**config.mk**
```make
export PLATFORM = sky130hd
export DESIGN_NAME = mem_arbiter
export DESIGN_NICKNAME = d
export VERILOG_FILES = /design/src/rtl/mem_arbiter_pkg.sv /design/src/rtl/arb_picker.sv /design/src/rtl/mem_arbiter.sv
export SDC_FILE = /design/constraint.sdc
export NUM_CORES = 1
export LEC_CHECK = 0
export CAP_MARGIN = 5
export CORE_ASPECT_RATIO = 0.7
export CORE_MARGIN = 4
export CORE_UTILIZATION = 35
export DETAILED_ROUTE_END_ITERATION = 12
export GPL_TIMING_DRIVEN = 0
export PLACE_DENSITY = 0.81
export SLEW_MARGIN = 25
export SYNTH_ARGS = -nofsm -noshare
export SYNTH_HDL_FRONTEND = slang
export SYNTH_SLANG_ARGS = --single-unit
```
**constraint.sdc**
```tcl
create_clock -name clk -period 1.6 [get_ports clk]
set_input_delay 0.16 -clock clk [delete_from_list [all_inputs] [get_ports clk]]
set_output_delay 0.16 -clock clk [all_outputs]
set_load 0.02 [all_outputs]
```
**src/rtl/mem_arbiter_pkg.sv**
```systemverilog
// Shared types and defaults for the RAM arbiter: state encoding, port ids, widths.
// Latency: n/a (declarations only).
// Backpressure: n/a.
package mem_arbiter_pkg;

    localparam int DEFAULT_NPORTS = 3;
    localparam int DEFAULT_AW     = 16;
    localparam int DEFAULT_DW     = 16;

    localparam int PORT_FETCH = 0;
    localparam int PORT_DATA  = 1;
    localparam int PORT_DMA   = 2;

    typedef enum logic [1:0] {
        ST_IDLE,
        ST_GRANT,
        ST_ACCESS,
        ST_DONE
    } state_t;

    // Index width that stays legal for a single-port build.
    function automatic int idx_w(input int n);
        return (n > 1) ? $clog2(n) : 1;
    endfunction

endpackage

```
**src/rtl/arb_picker.sv**
```systemverilog
// Combinational picker: first set req bit searching upward from base, wrapping.
// Latency: 0 cycles.
// Backpressure: none; base tied to 0 gives lowest-index fixed priority.
module arb_picker
    import mem_arbiter_pkg::*;
#(
    parameter int NPORTS = DEFAULT_NPORTS
) (
    input  logic [NPORTS-1:0]        req,
    input  logic [idx_w(NPORTS)-1:0] base,
    output logic                     valid,
    output logic [idx_w(NPORTS)-1:0] idx
);
    localparam int IW = idx_w(NPORTS);

    always_comb begin
        int p;
        valid = 1'b0;
        idx   = '0;
        p     = 0;
        for (int i = 0; i < NPORTS; i++) begin
            p = (int'(base) + i) % NPORTS;
            if (!valid && req[IW'(p)]) begin
                valid = 1'b1;
                idx   = IW'(p);
            end
        end
    end

endmodule

```
**src/rtl/mem_arbiter.sv**
```systemverilog
// Single-outstanding arbiter/sequencer in front of the 64Kx16 ram; MEM_ARBITER_RR_EN selects round-robin.
// Latency: req seen in IDLE -> ack/rdata 3 cycles later; one access per 4 cycles.
// Backpressure: requesters hold req until their one-cycle ack; losers simply stay pending.
module mem_arbiter
    import mem_arbiter_pkg::*;
#(
    parameter int NPORTS = DEFAULT_NPORTS,
    parameter int AW     = DEFAULT_AW,
    parameter int DW     = DEFAULT_DW
) (
    input  logic                 clk,
    input  logic                 reset,
    input  logic [NPORTS-1:0]    req,
    input  logic [NPORTS-1:0]    req_we,
    input  logic [NPORTS-1:0]    req_ind,
    input  logic [NPORTS*AW-1:0] req_addr,
    input  logic [NPORTS*DW-1:0] req_wdata,
    output logic [NPORTS-1:0]    ack,
    output logic [DW-1:0]        rdata,
    output logic                 busy,
    output logic                 ram_we,
    output logic                 ram_ptr,
    output logic [AW-1:0]        ram_addr,
    output logic [DW-1:0]        ram_wdata,
    input  logic [DW-1:0]        ram_rdata
);
    localparam int IW = idx_w(NPORTS);

    state_t        state, state_n;
    logic [IW-1:0] win_q;
    logic          we_q;
    logic [IW-1:0] pick_base;
    logic [IW-1:0] pick_idx;
    logic          pick_vld;
    logic          grant_go;

    logic [AW-1:0] addr_arr  [NPORTS];
    logic [DW-1:0] wdata_arr [NPORTS];

    for (genvar g = 0; g < NPORTS; g++) begin : g_unpack
        assign addr_arr[g]  = req_addr[g*AW +: AW];
        assign wdata_arr[g] = req_wdata[g*DW +: DW];
    end

    arb_picker #(.NPORTS(NPORTS)) u_picker (
        .req   (req),
        .base  (pick_base),
        .valid (pick_vld),
        .idx   (pick_idx)
    );

    assign grant_go = (state == ST_IDLE) && pick_vld;

`ifdef MEM_ARBITER_RR_EN
    logic [IW-1:0] rr_ptr;

    always_ff @(posedge clk) begin
        if (!reset) begin
            rr_ptr <= IW'(NPORTS - 1);
        end else if (grant_go) begin
            rr_ptr <= pick_idx;
        end
    end

    assign pick_base = (rr_ptr == IW'(NPORTS - 1)) ? '0 : rr_ptr + 1'b1;
`else
    assign pick_base = '0;
`endif

    always_ff @(posedge clk) begin
        if (!reset) begin
            state <= ST_IDLE;
        end else begin
            state <= state_n;
        end
    end

    always_comb begin
        state_n = state;
        case (state)
            ST_IDLE:   if (pick_vld) state_n = ST_GRANT;
            ST_GRANT:  state_n = ST_ACCESS;
            ST_ACCESS: state_n = ST_DONE;
            default:   state_n = ST_IDLE;
        endcase
    end

    // Outputs are registered from the next state so ram_we is stable across the falling edge.
    always_ff @(posedge clk) begin
        if (!reset) begin
            win_q     <= '0;
            we_q      <= 1'b0;
            ack       <= '0;
            rdata     <= '0;
            busy      <= 1'b0;
            ram_we    <= 1'b0;
            ram_ptr   <= 1'b0;
            ram_addr  <= '0;
            ram_wdata <= '0;
        end else begin
            busy   <= (state_n == ST_GRANT) || (state_n == ST_ACCESS);
            ram_we <= (state_n == ST_ACCESS) && we_q;
            ack    <= '0;
            if (grant_go) begin
                win_q     <= pick_idx;
                we_q      <= req_we[pick_idx];
                ram_ptr   <= req_ind[pick_idx];
                ram_addr  <= addr_arr[pick_idx];
                ram_wdata <= wdata_arr[pick_idx];
            end
            if (state == ST_ACCESS) begin
                rdata <= we_q ? ram_wdata : ram_rdata;
                ack   <= NPORTS'(1) << win_q;
            end
        end
    end

endmodule
```
# Yosys cells after proc, flatten, opt, wreduce, memory -nomap -nowiden

Cells that the tools add are included.

Reductions and logical operators: 7
Equal/unequal tests: 4
Shift operators: 1
Bitwise logic cells: 1
Muxes and demuxes: 16
Magnitude comparators: 2

Operator list:

| operator              | number |
|---|---|
| $mux W16              | 5 |
| $bmux W16 S2          | 2 |
| $pmux W2 S3           | 1 |
| $mux W1               | 5 |
| $bmux W1 S2           | 2 |
| $eq A2 B1 Y1 const B  | 2 |
| $eq A2 B2 Y1 const B  | 2 |
| $ge A3 B3 Y1 const B  | 1 |
| $logic_and A1 B1 Y1   | 3 |
| $lt A2 B3 Y1 const B  | 1 |
| $not A2 Y3            | 1 |
| $shl A1 B2 Y3 const A | 1 |
| $logic_not A2 Y1      | 1 |
| $mux W2               | 1 |
| $reduce_and A2 Y1     | 1 |
| $logic_not A1 Y1      | 1 |
| $logic_or A1 B1 Y1    | 1 |

Flip-flop bits (word level): 59
Input bits: 123

# Logic depth before layout (Yosys ltp)

Gate-level depths: netlist of run 1.

Word-level depth: 8
Gate-level depth with buffers: 6

# Hierarchy

A second synthesis of run 1 with hierarchy kept.

Cells, all modules: 336
Area total of the unflattened synthesis: 3539.6 um^2

By module, submodules not included:

| module      | sequential area each (um^2) | area each (um^2) | instances | cells each |
|---|---|---|---|---|
| mem_arbiter | 1181.1                      | 3288.2           | 1         | 304 |
| arb_picker  | 0.0                         | 251.5            | 1         | 32 |

# Least setup slack after synthesis of run 1

OpenSTA, ideal clock, no wires.

Path type: flip-flop to flip-flop
From: register state[1]
To: register busy
Cell stages (with the launch flop): 6
Path buffers: 0
Setup slack: 0.340 ns
Arrival time: 1.137 ns
Path through: dfxtp_1 inv_1 ha_1 o31ai_1 mux2i_1 mux2_1

Longest elaborated chain between the ends: 4

Ends and longest elaborated chain:

| element                                             | line               | text |
|---|---|---|
| start, declared                                     | mem_arbiter.sv:29  | `state_t state, state_n;` |
| start signal, assigned                              | mem_arbiter.sv:74  | `state <= state_n;` |
| $eq A2 B2 Y1 (tied with other cells)                | mem_arbiter.sv:80  | `case (state)` |
| $pmux W2 S3 *                                       | mem_arbiter.sv:80  |  |
| $eq A2 B1 Y1 / $eq A2 B2 Y1 (equally long branches) | mem_arbiter.sv:101 | `busy <= (state_n == ST_GRANT) \|\| (state_n == ST_ACCESS);` |
| $logic_or A1 B1 Y1 *                                | mem_arbiter.sv:101 |  |
| end signal, assigned                                | mem_arbiter.sv:101 |  |
| end, declared                                       | mem_arbiter.sv:20  | `output logic busy,` |

Mark *: on every way between the ends. The rest lies on a longest branch, timed or not.
A chain may end at the register's enable or synchronous reset.

# Worst setup path in the final report of run 1

From: register ram_wdata[15]
To: output port ram_wdata[15]

RTL lines:

| element                | line               | text |
|---|---|---|
| start, declared        | mem_arbiter.sv:24  | `output logic [DW-1:0] ram_wdata,` |
| start signal, assigned | mem_arbiter.sv:109 | `ram_wdata <= wdata_arr[pick_idx];` |

No word-level cell between the ends.

==> results.toml, run 1 <==
[placed_design]
routabilityCongestion = 0.769
dpl_cell_area_um2 = 3970
dp.cells = 524
hpwl_um = 6300
port-buffer-count = 140
preCtsSetupSlack_ps = -57.8

[setup_path]
endpoint_kind = "output port"
required_ps = 1440
timing.rr.start = "state[0]"
crit_chain = "clkdlybuf4s50_1"
path_buf_inv = 1
cp.depth = 1
rr_worst_depth = 6
cpPeakStageDelay_ps = 630
path_max_fanout = 3
cp-start-kind = "flop"
critPathLaunch = "ram_wdata[15]"
cp_top_family = "buffers and inverters"
critical_path_class = "flop to output port"
cp_data_arrival_time_ps = 1360
critPathSlowestCell = "clkdlybuf4s50_1"

[route]
drtIter0Drc = 92
antenna_left = 0
route.detailed.drc = 0
dr.pass1.iters = 4
wl_um = 8340
wl_per_cell_um = 15.5
vias_per_cell = 4.94
vias = 2663

[floorplan]
io_pins = 177
start_util = 0.361
die-area_um2 = 8440
fp.dieH_um = 78.1
core-area_um2 = 6790
fp.dieW_um = 108
fp-row-count = 25

[power]
vdd_ir_drop_max_uv = 620
leakagePower_uw = 0.00162
p_total_uw = 7180
p_per_area_nw_per_um2 = 1720

[layout]
final_nets = 567
drive_gt1_frac = 0.0944
diodes = 0
areaGrowthSynthToFinish_pct = 69.7
stdcell_area_um2 = 4160
instances_no_fill = 539

[synth]
syn_area_um2 = 2450
ys_types = 24
synth_ff_type = "dfxtp_1"
synth_fp_nets = 416
ys_warn_count = 0
syn_area_per_cell_um2 = 8.46
synthCells = 290
ys_ff_latch = 57
synthArstFlopShare = 0
yosysSeqAreaShare = 0.465
synth_edf_count = 0

[flow_run]
cap_violations = 0

[cts]
root_buffer = "clkbuf_8"
clk_latency_ps = 330
postCtsSetupRepairBufs = 0
cts_tree = "built"
htree_levels = 3
cts_max_path_buffers = 2
cts_inserted_buffers = 9
clkSinkCount = 57
clkTransAtPathRegs_ps = 60

[sta]
min_period_ps = 1520
hold_violations = 0
fin_ws_ps = 84.3
rsz0062_at_grt = "false"
worst_clock_skew_ps = 3.67
slew_headroom = 0.642
finalSetupViolCount = 0
fin_crit_sh = 0.947
slew_violations = 0
fmax_mhz = 660
worstMarginPinSlew_ps = 538

[global_route]
grt_pass1_wl_um = 12800
antenna_found_initial = 0
grt_pass1_vias = 2703
grt_overflow_total = 0
grt_start_max_net_pins = 11
grt_use_total = 0.197

[hold_path]
min-delay-start = "req_wdata[7]"
hp-class = "primary input to flop"
min_path_cells = 3

[outcome]
outcome = "completed"
-- cell usage in the layout, fill, tap and decap left out, types with 3 or more instances in the layout --
| master | instances |
|---|---|
| a31oi_1 | 34 |
| buf_4 | 6 |
| dfxtp_1 | 57 |
| clkinv_2 | 3 |
| o21ai_1 | 8 |
| o21ai_0 | 26 |
| clkbuf_8 | 12 |
| nor2_1 | 18 |
| mux2i_1 | 17 |
| buf_2 | 9 |
| nand2_1 | 69 |
| buf_6 | 6 |
| a211oi_1 | 17 |
| clkdlybuf4s50_1 | 140 |
-- sequential cells by signal, indices dropped and copies added (netlist names) --
register,count
ram_ptr,1
ram_addr,16
we_q,1
ram_we,1
busy,1
ack,2
win_q,1
state,2
rdata,16
ram_wdata,16
-- routing by layer --
layer / part of all wire / global-route usage / wire length, um
met1: 0.42 / 0.226 / 3530
met2: 0.46 / 0.328 / 3860
met3: 0.10 / 0.0879 / 856
met4: 0.011 / 0.0668 / 89
met5: 0 / 0 / 0
-- path summary, 6_finish.rpt --
check                       end  slack [ps]
setup / recovery  ram_wdata[15]          80
hold / removal     ram_wdata[7]         390
setup reg to reg    ram_addr[1]         130
hold reg to reg          ack[0]         450
-- cell families after synthesis --
group / share of synthesized area
and+or+nand+nor: 0.148
muxes: 0.0739
AOI/OAI and AO/OA: 0.217
DFF: 0.465
adders and majority gates: 0.0153
other: 0.00153
buffers and inverters: 0.0790
-- cells in the mapped netlist (4+ instances only) --
master | count | share of area
mux2i_1 | 17 | 0.069
dfxtp_1 | 57 | 0.47
clkbuf_1 | 4 | 0.0061
buf_4 | 6 | 0.018
nand2_1 | 69 | 0.11
o21ai_0 | 26 | 0.053
a211oi_1 | 17 | 0.052
buf_2 | 11 | 0.022
o21ai_1 | 8 | 0.016
buf_6 | 6 | 0.028
nor2_1 | 18 | 0.028
a31oi_1 | 34 | 0.087
-- repair_timing --
item,4_1_cts,5_1_grt
hold buffers,0,0
resized for setup,0,7
endpoints found under the setup margin,0,24
-- cell type report --
class / instances / area [um^2]
buffer: 27 / 190
clock buffer: 12 / 165
clock inverter: 3 / 15.0
fill: 624 / 2630
inverter: 3 / 11.3
multi-input combinational: 203 / 1120
sequential: 57 / 1140
tap: 94 / 118
timing repair buffer: 140 / 1400
-- metrics by stage --
step	setup TNS [ps]	hold WS [ps]	util
floorplan	0	257	-
global placement	-37.1	447	0.585
detailed placement	-460	442	0.585
CTS	0	379	0.612
global route	0	372	0.613
finish	0	392	0.613
-- power breakdown --
group          switching, uW  total, uW  internal, uW  leakage, uW
Sequential               331       2310          1980     0.000471
Combinational           1920       3640          1720      0.00105
Clock                    552       1220           672    0.0000980
Total                   2800       7180          4380      0.00162
Note: power is estimated with default switching activity, not from simulation.
==> run 2: changes to the inputs <==
Settings changed: SLEW_MARGIN 25 to 20.
==> results of run 2 <==
The final DEF is identical to that of run 1; final timing and power are the same.
==> run 3: changes to the inputs <==
Settings changed: PLACE_DENSITY 0.81 to default, PLACE_DENSITY_LB_ADDON from default to 0.1.
==> results.toml, run 3 (same netlist as run 1, synthesis figures left out) <==
[sta]
min_period_ps = 1540
fmax_mhz = 649
hold_violations = 0
fin_crit_sh = 0.964
worstMarginPinSlew_ps = 591
slew_violations = 0
worst_clock_skew_ps = 2.99
setup_tns_ps = 0
finalSetupViolCount = 0
slew_headroom = 0.606

[layout]
areaGrowthSynthToFinish_pct = 68.7
diodes = 0
layout_common_cells = "140 x clkdlybuf4s50_1, 69 x nand2_1, 57 x dfxtp_1"
layout_commonest_cell = "clkdlybuf4s50_1"
instances_no_fill = 538
final_nets = 567
reg.largest.list = "ram_addr: 16 flops, ram_wdata: 16 flops, rdata: 16 flops"
drive_gt1_frac = 0.0833
stdcell_area_um2 = 4140
post-route-util = 0.610

[placed_design]
dp.cells = 524
port-buffer-count = 140
dpl_cell_area_um2 = 3970
routabilityCongestion = 0.787
hpwl_um = 6220

[cts]
post_cts_resized = 0
clkTransAtPathRegs_ps = 60
htree_levels = 3
clk_latency_ps = 330
cts_max_path_buffers = 2
cts_inserted_buffers = 9
root_buffer = "clkbuf_8"
postCtsSetupRepairBufs = 0
cts_tree = "built"
hold_buffers = 0
clkSinkCount = 57

[floorplan]
fp-row-count = 25
die-area_um2 = 8440
fp.dieH_um = 78.1
core-area_um2 = 6790
io_pins = 177
fp.dieW_um = 108
start_util = 0.361

[setup_path]
path_max_fanout = 3
cp-start-kind = "flop"
cp_data_arrival_time_ps = 1380
timing.rr.start = "state[1]"
cpPeakStageDelay_ps = 640
endpoint_kind = "output port"
cp_top_family = "buffers and inverters"
path_buf_inv = 1
critPathSlowestCell = "clkdlybuf4s50_1"
worstReg2RegEnd = "ram_addr[2]"
reg2reg_setup_slack_ps = 130
crit_chain = "clkdlybuf4s50_1"
required_ps = 1440
rr_worst_depth = 6
critical_path_class = "flop to output port"

[global_route]
grt_start_max_net_pins = 11
use_met3 = 0.0740
met2_usage = 0.313
grt_overflow_total = 0
top_usage_layer = "met2"
grt_pass1_wl_um = 13300
grt_use_total = 0.205
grt_pass1_vias = 2596
antenna_found_initial = 0
grt_util_met1 = 0.268

[power]
p_per_area_nw_per_um2 = 1710
vdd_ir_drop_max_uv = 661
leakagePower_uw = 0.00160

[hold_path]
min_path_cells = 3
hold-path-endpoint = "ram_addr[12]"
hp-class = "primary input to flop"
min-delay-start = "req_addr[28]"

[outcome]
outcome = "completed"

[route]
route.detailed.drc = 0
vias = 2621
dr.pass1.iters = 4
wl_um = 8370
drtIter0Drc = 119
wl_per_cell_um = 15.6
antenna_left = 0
vias_per_cell = 4.87

[flow_run]
cap_violations = 0
-- run 3: worst max-delay path by stage --
stage,from,to,slack [ps],cells after the start
CTS,state[0],rdata[14],50,5
floorplan,state[1],busy,340,5
detailed placement,reset,rdata[14],-90,4
finish,ram_wdata[15],ram_wdata[15],60,1
global placement,reset,rdata[12],-40,4
global route,state[1],ram_addr[4],-5,6
-- run 3: cell type report --
cell class / instances / area, um^2
clock buffer: 14 / 163
sequential: 57 / 1140
fill: 638 / 2650
inverter: 3 / 11.3
multi-input combinational: 203 / 1120
tap: 94 / 118
buffer: 27 / 188
timing repair buffer: 140 / 1400
-- run 3: metrics by stage --
stage / power (uW) / setup WS (ps) / hold slack, ps
2_1_floorplan: 4280 / 340 / 257
3_3_place_gp: 5910 / -44.0 / 427
3_5_place_dp: 5960 / -86.1 / 427
4_1_cts: 7140 / 49.3 / 372
5_1_grt: 7570 / -5.25 / 383
6_report: 7100 / 58.2 / 384
-- run 3: power by group --
group	switching [uW]	internal (uW)	leakage (uW)	total (uW)
sequential	310	1980	0.000471	2290
clock	534	631	0.0000826	1170
combinational	1930	1710	0.00105	3640
total	2780	4320	0.00160	7100
-- run 3: routing by layer --
layer,up-vias,part of all wire
met1,1218,0.46
met2,85,0.45
met5,-,0
met3,11,0.082
li1,1307,-
met4,0,0.0099
